<file path="src/rtl/ulpi_tx_engine.sv">
// Link-side ULPI transmit engine: register writes (TX CMD + data) and NOPID chirp
// transmit, with dir-abort retry and a one-cycle completion pulse. All outputs registered.
module ulpi_tx_engine #(
  parameter int          MAX_RETRY = 3,
  parameter logic [7:0]  IDLE_BYTE = 8'h00
) (
  input  logic       clock,
  input  logic       reset,
  input  logic       ulpi_dir,
  input  logic       ulpi_nxt,
  output logic [7:0] ulpi_data_o,
  output logic       ulpi_stp_o,
  input  logic       phy_write_i,
  input  logic       phy_nopid_i,
  input  logic       phy_stop_i,
  input  logic [7:0] phy_addr_i,
  input  logic [7:0] phy_data_i,
  output logic       phy_done_o,
  output logic       phy_error_o,
  output logic       busy_o
);

  localparam logic [2:0] S_IDLE     = 3'd0;
  localparam logic [2:0] S_CMD      = 3'd1;
  localparam logic [2:0] S_DATA     = 3'd2;
  localparam logic [2:0] S_STOP     = 3'd3;
  localparam logic [2:0] S_NOPID    = 3'd4;
  localparam logic [2:0] S_NSTOP    = 3'd5;
  localparam logic [2:0] S_WAIT_DIR = 3'd6;

  localparam int         RW        = $clog2(MAX_RETRY + 2);
  localparam logic [RW-1:0] RETRY_LIM = RW'(MAX_RETRY);
  localparam logic [7:0] NOPID_CMD = 8'h40;

  typedef struct packed {
    logic [7:0] addr;
    logic [7:0] data;
  } req_t;

  logic [2:0]    state;
  req_t          req_q;
  logic [RW-1:0] retry_q;
  logic          ta_q;        // turnaround cycle after dir fell has been spent
  logic          nopid_q;     // WAIT_DIR was entered from NOPID: no retry, no done
  logic          nxt_seen_q;

  always_ff @(posedge clock or posedge reset) begin
    if (reset) begin
      state       <= S_IDLE;
      req_q       <= '0;
      retry_q     <= '0;
      ta_q        <= 1'b0;
      nopid_q     <= 1'b0;
      nxt_seen_q  <= 1'b0;
      ulpi_data_o <= IDLE_BYTE;
      ulpi_stp_o  <= 1'b0;
      phy_done_o  <= 1'b0;
      phy_error_o <= 1'b0;
      busy_o      <= 1'b0;
    end else begin
      ulpi_data_o <= IDLE_BYTE;
      ulpi_stp_o  <= 1'b0;
      phy_done_o  <= 1'b0;
      phy_error_o <= 1'b0;
      busy_o      <= 1'b1;
      case (state)
        S_IDLE: begin
          busy_o <= 1'b0;
          if (!ulpi_dir && phy_write_i) begin
            req_q       <= '{addr: phy_addr_i, data: phy_data_i};
            nopid_q     <= 1'b0;
            ulpi_data_o <= phy_addr_i;
            busy_o      <= 1'b1;
            state       <= S_CMD;
          end else if (!ulpi_dir && phy_nopid_i) begin
            nopid_q     <= 1'b1;
            nxt_seen_q  <= 1'b0;
            ulpi_data_o <= NOPID_CMD;
            busy_o      <= 1'b1;
            state       <= S_NOPID;
          end
        end
        S_CMD, S_DATA: begin
          if (ulpi_dir) begin
            retry_q <= retry_q + RW'(1);
            ta_q    <= 1'b0;
            state   <= S_WAIT_DIR;
          end else if (state == S_CMD) begin
            ulpi_data_o <= ulpi_nxt ? req_q.data : req_q.addr;
            if (ulpi_nxt) state <= S_DATA;
          end else if (ulpi_nxt) begin
            ulpi_stp_o <= 1'b1;
            phy_done_o <= 1'b1;
            state      <= S_STOP;
          end else begin
            ulpi_data_o <= req_q.data;
          end
        end
        S_STOP: begin
          retry_q <= '0;
          busy_o  <= 1'b0;
          state   <= S_IDLE;
        end
        S_NOPID: begin
          if (ulpi_dir) begin
            ta_q  <= 1'b0;
            state <= S_WAIT_DIR;
          end else if (phy_stop_i) begin
            ulpi_stp_o <= 1'b1;
            state      <= S_NSTOP;
          end else begin
            nxt_seen_q <= nxt_seen_q | ulpi_nxt;
            if (!(nxt_seen_q || ulpi_nxt)) ulpi_data_o <= NOPID_CMD;
          end
        end
        S_NSTOP: begin
          busy_o <= 1'b0;
          state  <= S_IDLE;
        end
        S_WAIT_DIR: begin
          // Failed writes pulse done during the turnaround cycle, then leave next cycle.
          if (ta_q && (nopid_q || retry_q > RETRY_LIM)) begin
            retry_q <= '0;
            nopid_q <= 1'b0;
            busy_o  <= 1'b0;
            state   <= S_IDLE;
          end else if (ulpi_dir) begin
            ta_q <= 1'b0;
          end else if (!ta_q) begin
            ta_q <= 1'b1;
            if (!nopid_q && retry_q > RETRY_LIM) begin
              phy_done_o  <= 1'b1;
              phy_error_o <= 1'b1;
            end
          end else begin
            ulpi_data_o <= req_q.addr;
            state       <= S_CMD;
          end
        end
        default: begin
          busy_o <= 1'b0;
          state  <= S_IDLE;
        end
      endcase
    end
  end

endmodule

</file>
<file path="config.mk">
export PLATFORM = sky130hd
export DESIGN_NAME = ulpi_tx_engine
export DESIGN_NICKNAME = d
export VERILOG_FILES = /design/src/rtl/ulpi_tx_engine.sv
export SDC_FILE = /design/constraint.sdc
export NUM_CORES = 1
export LEC_CHECK = 0
export CAP_MARGIN = 20
export CORE_MARGIN = 1.5
export CORE_UTILIZATION = 44
export DETAILED_ROUTE_END_ITERATION = 8
export GPL_TIMING_DRIVEN = 0
export PLACE_DENSITY_LB_ADDON = 0.25
export SYNTH_ARGS = -nofsm -noshare
export SYNTH_HDL_FRONTEND = slang
export SYNTH_SLANG_ARGS = --single-unit
</file>
<file path="constraint.sdc">
create_clock -name clock -period 4.3 [get_ports clock]
set_input_delay 0.86 -clock clock [delete_from_list [all_inputs] [get_ports clock]]
set_output_delay 0.86 -clock clock [all_outputs]
set_load 0.01 [all_outputs]
</file>
**Word-level counts from Yosys, hierarchy flattened**

Index checks and enable logic that the tools add are counted.

- Bitwise gates (word level): 1
- Equal/unequal tests: 18
- $add $sub $neg: 1
- Multiplexer cells: 57
- Reductions and logical operators: 21
- $lt $le $gt $ge: 1

Operator list:

| cell | number |
|---|---|
| 8-bit two-way mux | 8 |
| 3-bit two-way mux | 13 |
| 8-bit case mux with 4 select lines | 1 |
| 7-bit two-way mux | 4 |
| 1-bit two-way mux | 23 |
| 3-bit inequality test, second input constant | 5 |
| 2-bit inequality test, second input constant | 7 |
| 3-bit case mux with 4 select lines | 1 |
| 1-bit case mux with 2 select lines | 5 |
| 5-bit AND reduction | 2 |
| 3-bit case mux with 3 select lines | 1 |
| 3-bit AND reduction | 3 |
| 3-bit by 2-bit equality test with 1-bit output, second input constant | 2 |
| 3-bit equality test, second input constant | 2 |
| 2-bit nonzero test | 3 |
| 1-bit logical AND | 4 |
| 3-bit by 1-bit adder with 3-bit output, second input constant | 1 |
| 3-bit by 1-bit equality test with 1-bit output, second input constant | 1 |
| 3-bit by 2-bit > comparator with 1-bit output, second input constant | 1 |
| 3-bit logical NOT | 1 |
| 1-bit case mux with 3 select lines | 1 |
| 3-bit nonzero test | 1 |
| 3-bit OR reduction | 1 |
| 1-bit logical NOT | 2 |
| 5 further kinds | 6 |

- Logic and storage cells: 111
- Bits in registers: 37
- Output and inout port bits: 12

**Depth between registers and ports, before layout**

- Depth in word-level cells: 7
- Depth in mapped cells: 6
- Gate-level depth less buffers: 6

**Worst setup path before layout**

No wires, ideal clock.

- Path type: input -> register
- Start: input port ulpi_dir
- End: register req_q[12] in the netlist's numbering
- Stages on the path: 6
- Slack: 2468 ps
- Buffers on the path: 2
- Required time: 4182 ps
- Arrival: 1714 ps
- Cells stage by stage: buf_2 -> nor2_1 -> nand4_1 -> clkbuf_1 -> nand2_1 -> nand2_1

- Longest elaborated chain between the ends: 3

RTL lines:

| element | RTL line | RTL |
|---|---|---|
| start: declaration | 9 | `input logic ulpi_dir,` |
| 1-bit logical NOT | 69 | `if (!ulpi_dir && phy_write_i) begin` |
| 1-bit logical AND | 69 |  |
| 2-bit AND reduction (no source line) | -- |  |
| end signal: assignment | 70 | `req_q <= '{addr: phy_addr_i, data: phy_data_i};` |
| end: declaration | 41 | `req_t req_q;` |

Every way passes these cells.
A chain may end at the register's enable or synchronous reset.

**Worst setup path after layout**

- Start: input port ulpi_dir
- End: register req_q[5] in the netlist's numbering

Same word-level chain as after synthesis.

==> results_tabular.tex <==
\begin{tabular}{lr}
\hline
Metric & Value \\
\hline
\multicolumn{2}{l}{\textbf{Critical path}} \\
\quad Critical Setup Path Class & in2reg \\
\quad Number of cells on the worst reg-to-reg path & 6 \\
\quad WP data arrival & 2.67 ns \\
\quad Worst reg2reg setup slack & 2.14 ns \\
\quad Capture point of the worst reg-to-reg path & retry\_q[1]\$\_DFFE\_PP0P\_ \\
\quad Kind of launch point of the worst setup path & primary input \\
\quad Crit. Startpoint & ulpi\_dir \\
\quad Maximum fanout along the worst path & 10 \\
\quad Launch point of the worst reg-to-reg path & retry\_q[0]\$\_DFFE\_PP0P\_ \\
\quad Crit path capture & req\_q[5]\$\_DFFE\_PP0P\_ \\
\quad Required time of the worst setup path & 4.49 ns \\
\quad Type of element capturing the critical path & register \\
\multicolumn{2}{l}{\textbf{Yosys}} \\
\quad EDFF count, synth & 0 \\
\quad Share of flip-flops with an asynchronous set or reset & 100\% \\
\quad Leading area contributor after synthesis & sky130\_fd\_sc\_hd\_\_dfrtp\_1 \\
\quad Proportion of synthesized area in mux cells & 4.70\% \\
\quad Mapped cell area & 2000 um\^{}2 \\
\quad Largest family of logic cells by synthesized area & simple AND/OR/NAND/NOR gates \\
\quad Share of the synthesized area in compound gates (AO/OA/AOI/OAI) & 17.6\% \\
\quad Xor/xnor share of the synthesized area & 0.878\% \\
\quad Average size of a mapped cell & 8.99 um\^{}2 \\
\quad Share of synthesized area occupied by flip-flops and latches & 46.4\% \\
\quad Simple-gate share of the synthesized area & 24.0\% \\
\quad Distinct cell type count of the synthesized netlist & 47 \\
\quad Count of warnings emitted by yosys & 0 \\
\quad Syn nets & 247 \\
\quad Fraction of synthesized cell area taken by the top area cell type & 46.4\% \\
\quad Most numerous cell in the Yosys netlist & sky130\_fd\_sc\_hd\_\_nand2\_1 \\
\quad Top cells by area, synth & sky130\_fd\_sc\_hd\_\_dfrtp\_1, sky130\_fd\_sc\_hd\_\_nand2\_1, sky130\_fd\_sc\_hd\_\_o21ai\_0, sky130\_fd\_sc\_hd\_\_mux2i\_1, sky130\_fd\_sc\_hd\_\_a22oi\_1 \\
\quad Post-synthesis register bit count & 37 \\
\quad Fraction of the mapped netlist area in adder cells & 1.25\% \\
\quad Synth cell count leaders & sky130\_fd\_sc\_hd\_\_nand2\_1, sky130\_fd\_sc\_hd\_\_dfrtp\_1, sky130\_fd\_sc\_hd\_\_o21ai\_0, sky130\_fd\_sc\_hd\_\_nor2\_1 \\
\quad Main flop type after synthesis & sky130\_fd\_sc\_hd\_\_dfrtp\_1 \\
\quad Number of standard cells after synthesis & 222 \\
\multicolumn{2}{l}{\textbf{Floorplan}} \\
\quad Die outline height & 70.3 um \\
\quad I/O pin cnt & 35 \\
\quad Die width & 70.3 um \\
\quad Initial cell density of the core & 45.8\% \\
\quad Floorplan die area & 4950 um\^{}2 \\
\quad Core area & 4350 um\^{}2 \\
\quad Site row count & 24 \\
\multicolumn{2}{l}{\textbf{Flow run}} \\
\quad Max Cap Violations & 0 \\
\multicolumn{2}{l}{\textbf{GRT}} \\
\quad Remaining global-route overflow & 0 \\
\quad Pin count of the biggest net entering global routing & 25 \\
\quad GRT Total Usage & 20.6\% \\
\quad Wire length of the first global-routing pass & 8010 um \\
\quad Via count of the first global-routing pass & 1683 \\
\quad Number of antenna violations at the first check in global routing & 0 \\
\multicolumn{2}{l}{\textbf{STA}} \\
\quad Accumulated negative setup slack & 0 ns \\
\quad Worst slew margin relative to its limit & 59.8\% \\
\quad Number of hold violations in the final report & 0 \\
\quad Final critical-path required period & 2.48 ns \\
\quad Count of endpoints failing setup in the final report & 0 \\
\quad Setup clock skew after layout & 0.00665 ns \\
\quad Worst-Margin Slew & 0.598 ns \\
\quad Final max-slew violation count & 0 \\
\quad Final Cycle Share & 57.7\% \\
\quad Setup repair after global routing missed its margin & false \\
\quad Maximum achievable frequency & 0.403 GHz \\
\multicolumn{2}{l}{\textbf{Route}} \\
\quad Wire length on met1 & 2090 um \\
\quad DR vias & 1748 \\
\quad DR WL/cell & 14.6 um \\
\quad Vias per std cell & 5.53 \\
\quad DRC Markers & 0 \\
\quad Routed wire length on met3 & 274 um \\
\quad Top Layer Used & met4 \\
\quad Total detailed-routing wirelength & 4600 um \\
\quad Count of nets left with antenna violations after detail routing & 0 \\
\quad DR iter-0 viols & 103 \\
\quad Drt first pass iters & 4 \\
\quad Total met2 wirelength after detailed routing & 2200 um \\
\multicolumn{2}{l}{\textbf{Final layout}} \\
\quad Layout Nets & 288 \\
\quad Area grow syn2layout & 26.5\% \\
\quad Post-layout instance count excluding filler cells & 316 \\
\quad Number of antenna cells inserted & 0 \\
\quad Share of final-layout standard cells stronger than drive strength 1 & 10.2\% \\
\quad Finished Core Util & 58.0\% \\
\multicolumn{2}{l}{\textbf{Power and ir drop}} \\
\quad Highest ir drop seen on vdd & 0.255 mV \\
\quad P\_leak & 1.16 nW \\
\quad Power Density & 611 nW/um\^{}2 \\
\multicolumn{2}{l}{\textbf{Clock network}} \\
\quad Latest clock arrival within the worst-skew pair & 0.29 ns \\
\quad Cts-stage hold buffer count & 0 \\
\quad Post-CTS repair timing setup buffer count & 0 \\
\quad CTS clk-pin slew, worst paths & 0.08 ns \\
\quad Number of gates resized after CTS & 0 \\
\quad Clock tree from TritonCTS & built \\
\quad H-tree Lvls & 2 \\
\quad Number of buffers created by CTS & 5 \\
\quad Maximum clock insertion buffer count & 2 \\
\quad \# clock sinks & 37 \\
\quad Library cell used as clock root buffer & sky130\_fd\_sc\_hd\_\_clkbuf\_8 \\
\multicolumn{2}{l}{\textbf{Placed design}} \\
\quad I/O Buffers & 33 \\
\quad Number of placed instances, taps included & 308 \\
\quad Sum of net half-perimeters after detailed placement & 3350 um \\
\quad Weighted congestion at the end of routability-driven global placement & 0.921 \\
\multicolumn{2}{l}{\textbf{Outcome}} \\
\quad Status & complete, no violations \\
\multicolumn{2}{l}{\textbf{Hold path}} \\
\quad Hold wc startpoint & req\_q[5]\$\_DFFE\_PP0P\_ \\
\quad Class of the most critical hold timing path & reg2reg \\
\quad Worst Hold Depth & 2 \\
\hline
\end{tabular}
-- worst max-delay path, stage by stage --
cell	delay, ns
sky130_fd_sc_hd__clkdlybuf4s50_1	0.53
sky130_fd_sc_hd__buf_2	0.24
sky130_fd_sc_hd__nor2_1	0.15
sky130_fd_sc_hd__nand4_1	0.35
sky130_fd_sc_hd__clkbuf_1	0.35
sky130_fd_sc_hd__nand2_1	0.14
sky130_fd_sc_hd__nand2_1	0.05
-- layer usage --
layer	global-route usage [%]	vias to the layer above
met3	5.19	6
met2	34.2	64
met5	0	-
met4	5.34	0
li1	-	858
met1	26.9	820
-- registers in the layout (all words and copies together) (netlist names) --
| register | count |
|---|---|
| retry_q | 3 |
| state | 3 |
| nxt_seen_q | 1 |
| busy_o | 1 |
| phy_done_o | 1 |
| ta_q | 1 |
| ulpi_stp_o | 1 |
| phy_error_o | 1 |
| req_q | 16 |
| nopid_q | 1 |
| ulpi_data_o | 8 |
-- logic make-up (layout without fill, tap and decap cells) --
family / after synthesis / count (layout)
fa+ha+maj: 2 / 2
xor+xnor: 2 / 2
mux: 9 / 9
flops: 37 / 37
simple gates: 102 / 102
compound gates: 52 / 52
buf+inv: 18 / 60
-- where the power goes --
group / internal (mW) / switching, mW
combinational: 0.317 / 0.370
clock: 0.148 / 0.129
sequential: 0.487 / 0.0922
-- cell usage in the layout, fill, tap and decap left out, types with 2 or more instances in the layout --
| master | netlist | layout |
|---|---|---|
| sky130_fd_sc_hd__clkbuf_8 | 0 | 7 |
| sky130_fd_sc_hd__o211ai_1 | 7 | 7 |
| sky130_fd_sc_hd__nor2_1 | 10 | 10 |
| sky130_fd_sc_hd__and3_1 | 2 | 2 |
| sky130_fd_sc_hd__nand2_1 | 58 | 58 |
| sky130_fd_sc_hd__clkbuf_1 | 2 | 2 |
| sky130_fd_sc_hd__nor3_1 | 5 | 5 |
| sky130_fd_sc_hd__ha_1 | 2 | 2 |
| sky130_fd_sc_hd__buf_2 | 5 | 5 |
| sky130_fd_sc_hd__buf_4 | 2 | 2 |
| sky130_fd_sc_hd__nor3b_2 | 2 | 2 |
| sky130_fd_sc_hd__nand3_1 | 7 | 7 |
| sky130_fd_sc_hd__o21ai_0 | 15 | 15 |
| sky130_fd_sc_hd__buf_6 | 3 | 3 |
| sky130_fd_sc_hd__inv_1 | 5 | 5 |
| sky130_fd_sc_hd__mux2i_1 | 6 | 6 |
| sky130_fd_sc_hd__mux2_2 | 3 | 3 |
| sky130_fd_sc_hd__a22oi_1 | 7 | 7 |
| sky130_fd_sc_hd__nor2b_1 | 2 | 2 |
| sky130_fd_sc_hd__clkdlybuf4s50_1 | 0 | 33 |
| sky130_fd_sc_hd__a21oi_1 | 5 | 5 |
| sky130_fd_sc_hd__o21a_1 | 7 | 7 |
| sky130_fd_sc_hd__nand4_1 | 2 | 2 |
| sky130_fd_sc_hd__dfrtp_1 | 37 | 37 |
| sky130_fd_sc_hd__nand2b_1 | 4 | 4 |
-- worst min path at each step --
| stage | endpoint | slack, ns |
|---|---|---|
| 5_1_grt | req_q[6]$_DFFE_PP0P_ | 0.52 |
| 4_1_cts | req_q[7]$_DFFE_PP0P_ | 0.49 |
| 2_1_floorplan | req_q[5]$_DFFE_PP0P_ | 0.45 |
| 6_report | req_q[5]$_DFFE_PP0P_ | 0.49 |
| 3_5_place_dp | req_q[7]$_DFFE_PP0P_ | 0.47 |
| 3_3_place_gp | req_q[7]$_DFFE_PP0P_ | 0.47 |
-- area by class of cell --
cell class                      instances  area, um^2
Buffer                                 13        85.1
Inverter                                5        18.8
Fill cell                             380        1830
Tap cell                               52        65.1
Timing Repair Buffer                   34         358
Clock inverter                          1        8.76
Multi-Input combinational cell        167         966
Sequential cell                        37         926
Clock buffer                            7        96.3
-- through the flow --
step / worst slack, ns / total power [mW] / hold WS [ns] / area, um^2
2_1_floorplan: 2.47 / 1.07 / 0.447 / 2000
3_3_place_gp: 1.50 / 1.26 / 0.467 / 2390
3_5_place_dp: 1.51 / 1.27 / 0.468 / 2420
4_1_cts: 1.80 / 1.55 / 0.486 / 2520
5_1_grt: 1.63 / 1.68 / 0.515 / 2520
6_report: 1.82 / 1.54 / 0.485 / 2520
(Power assumes the default switching activity.)
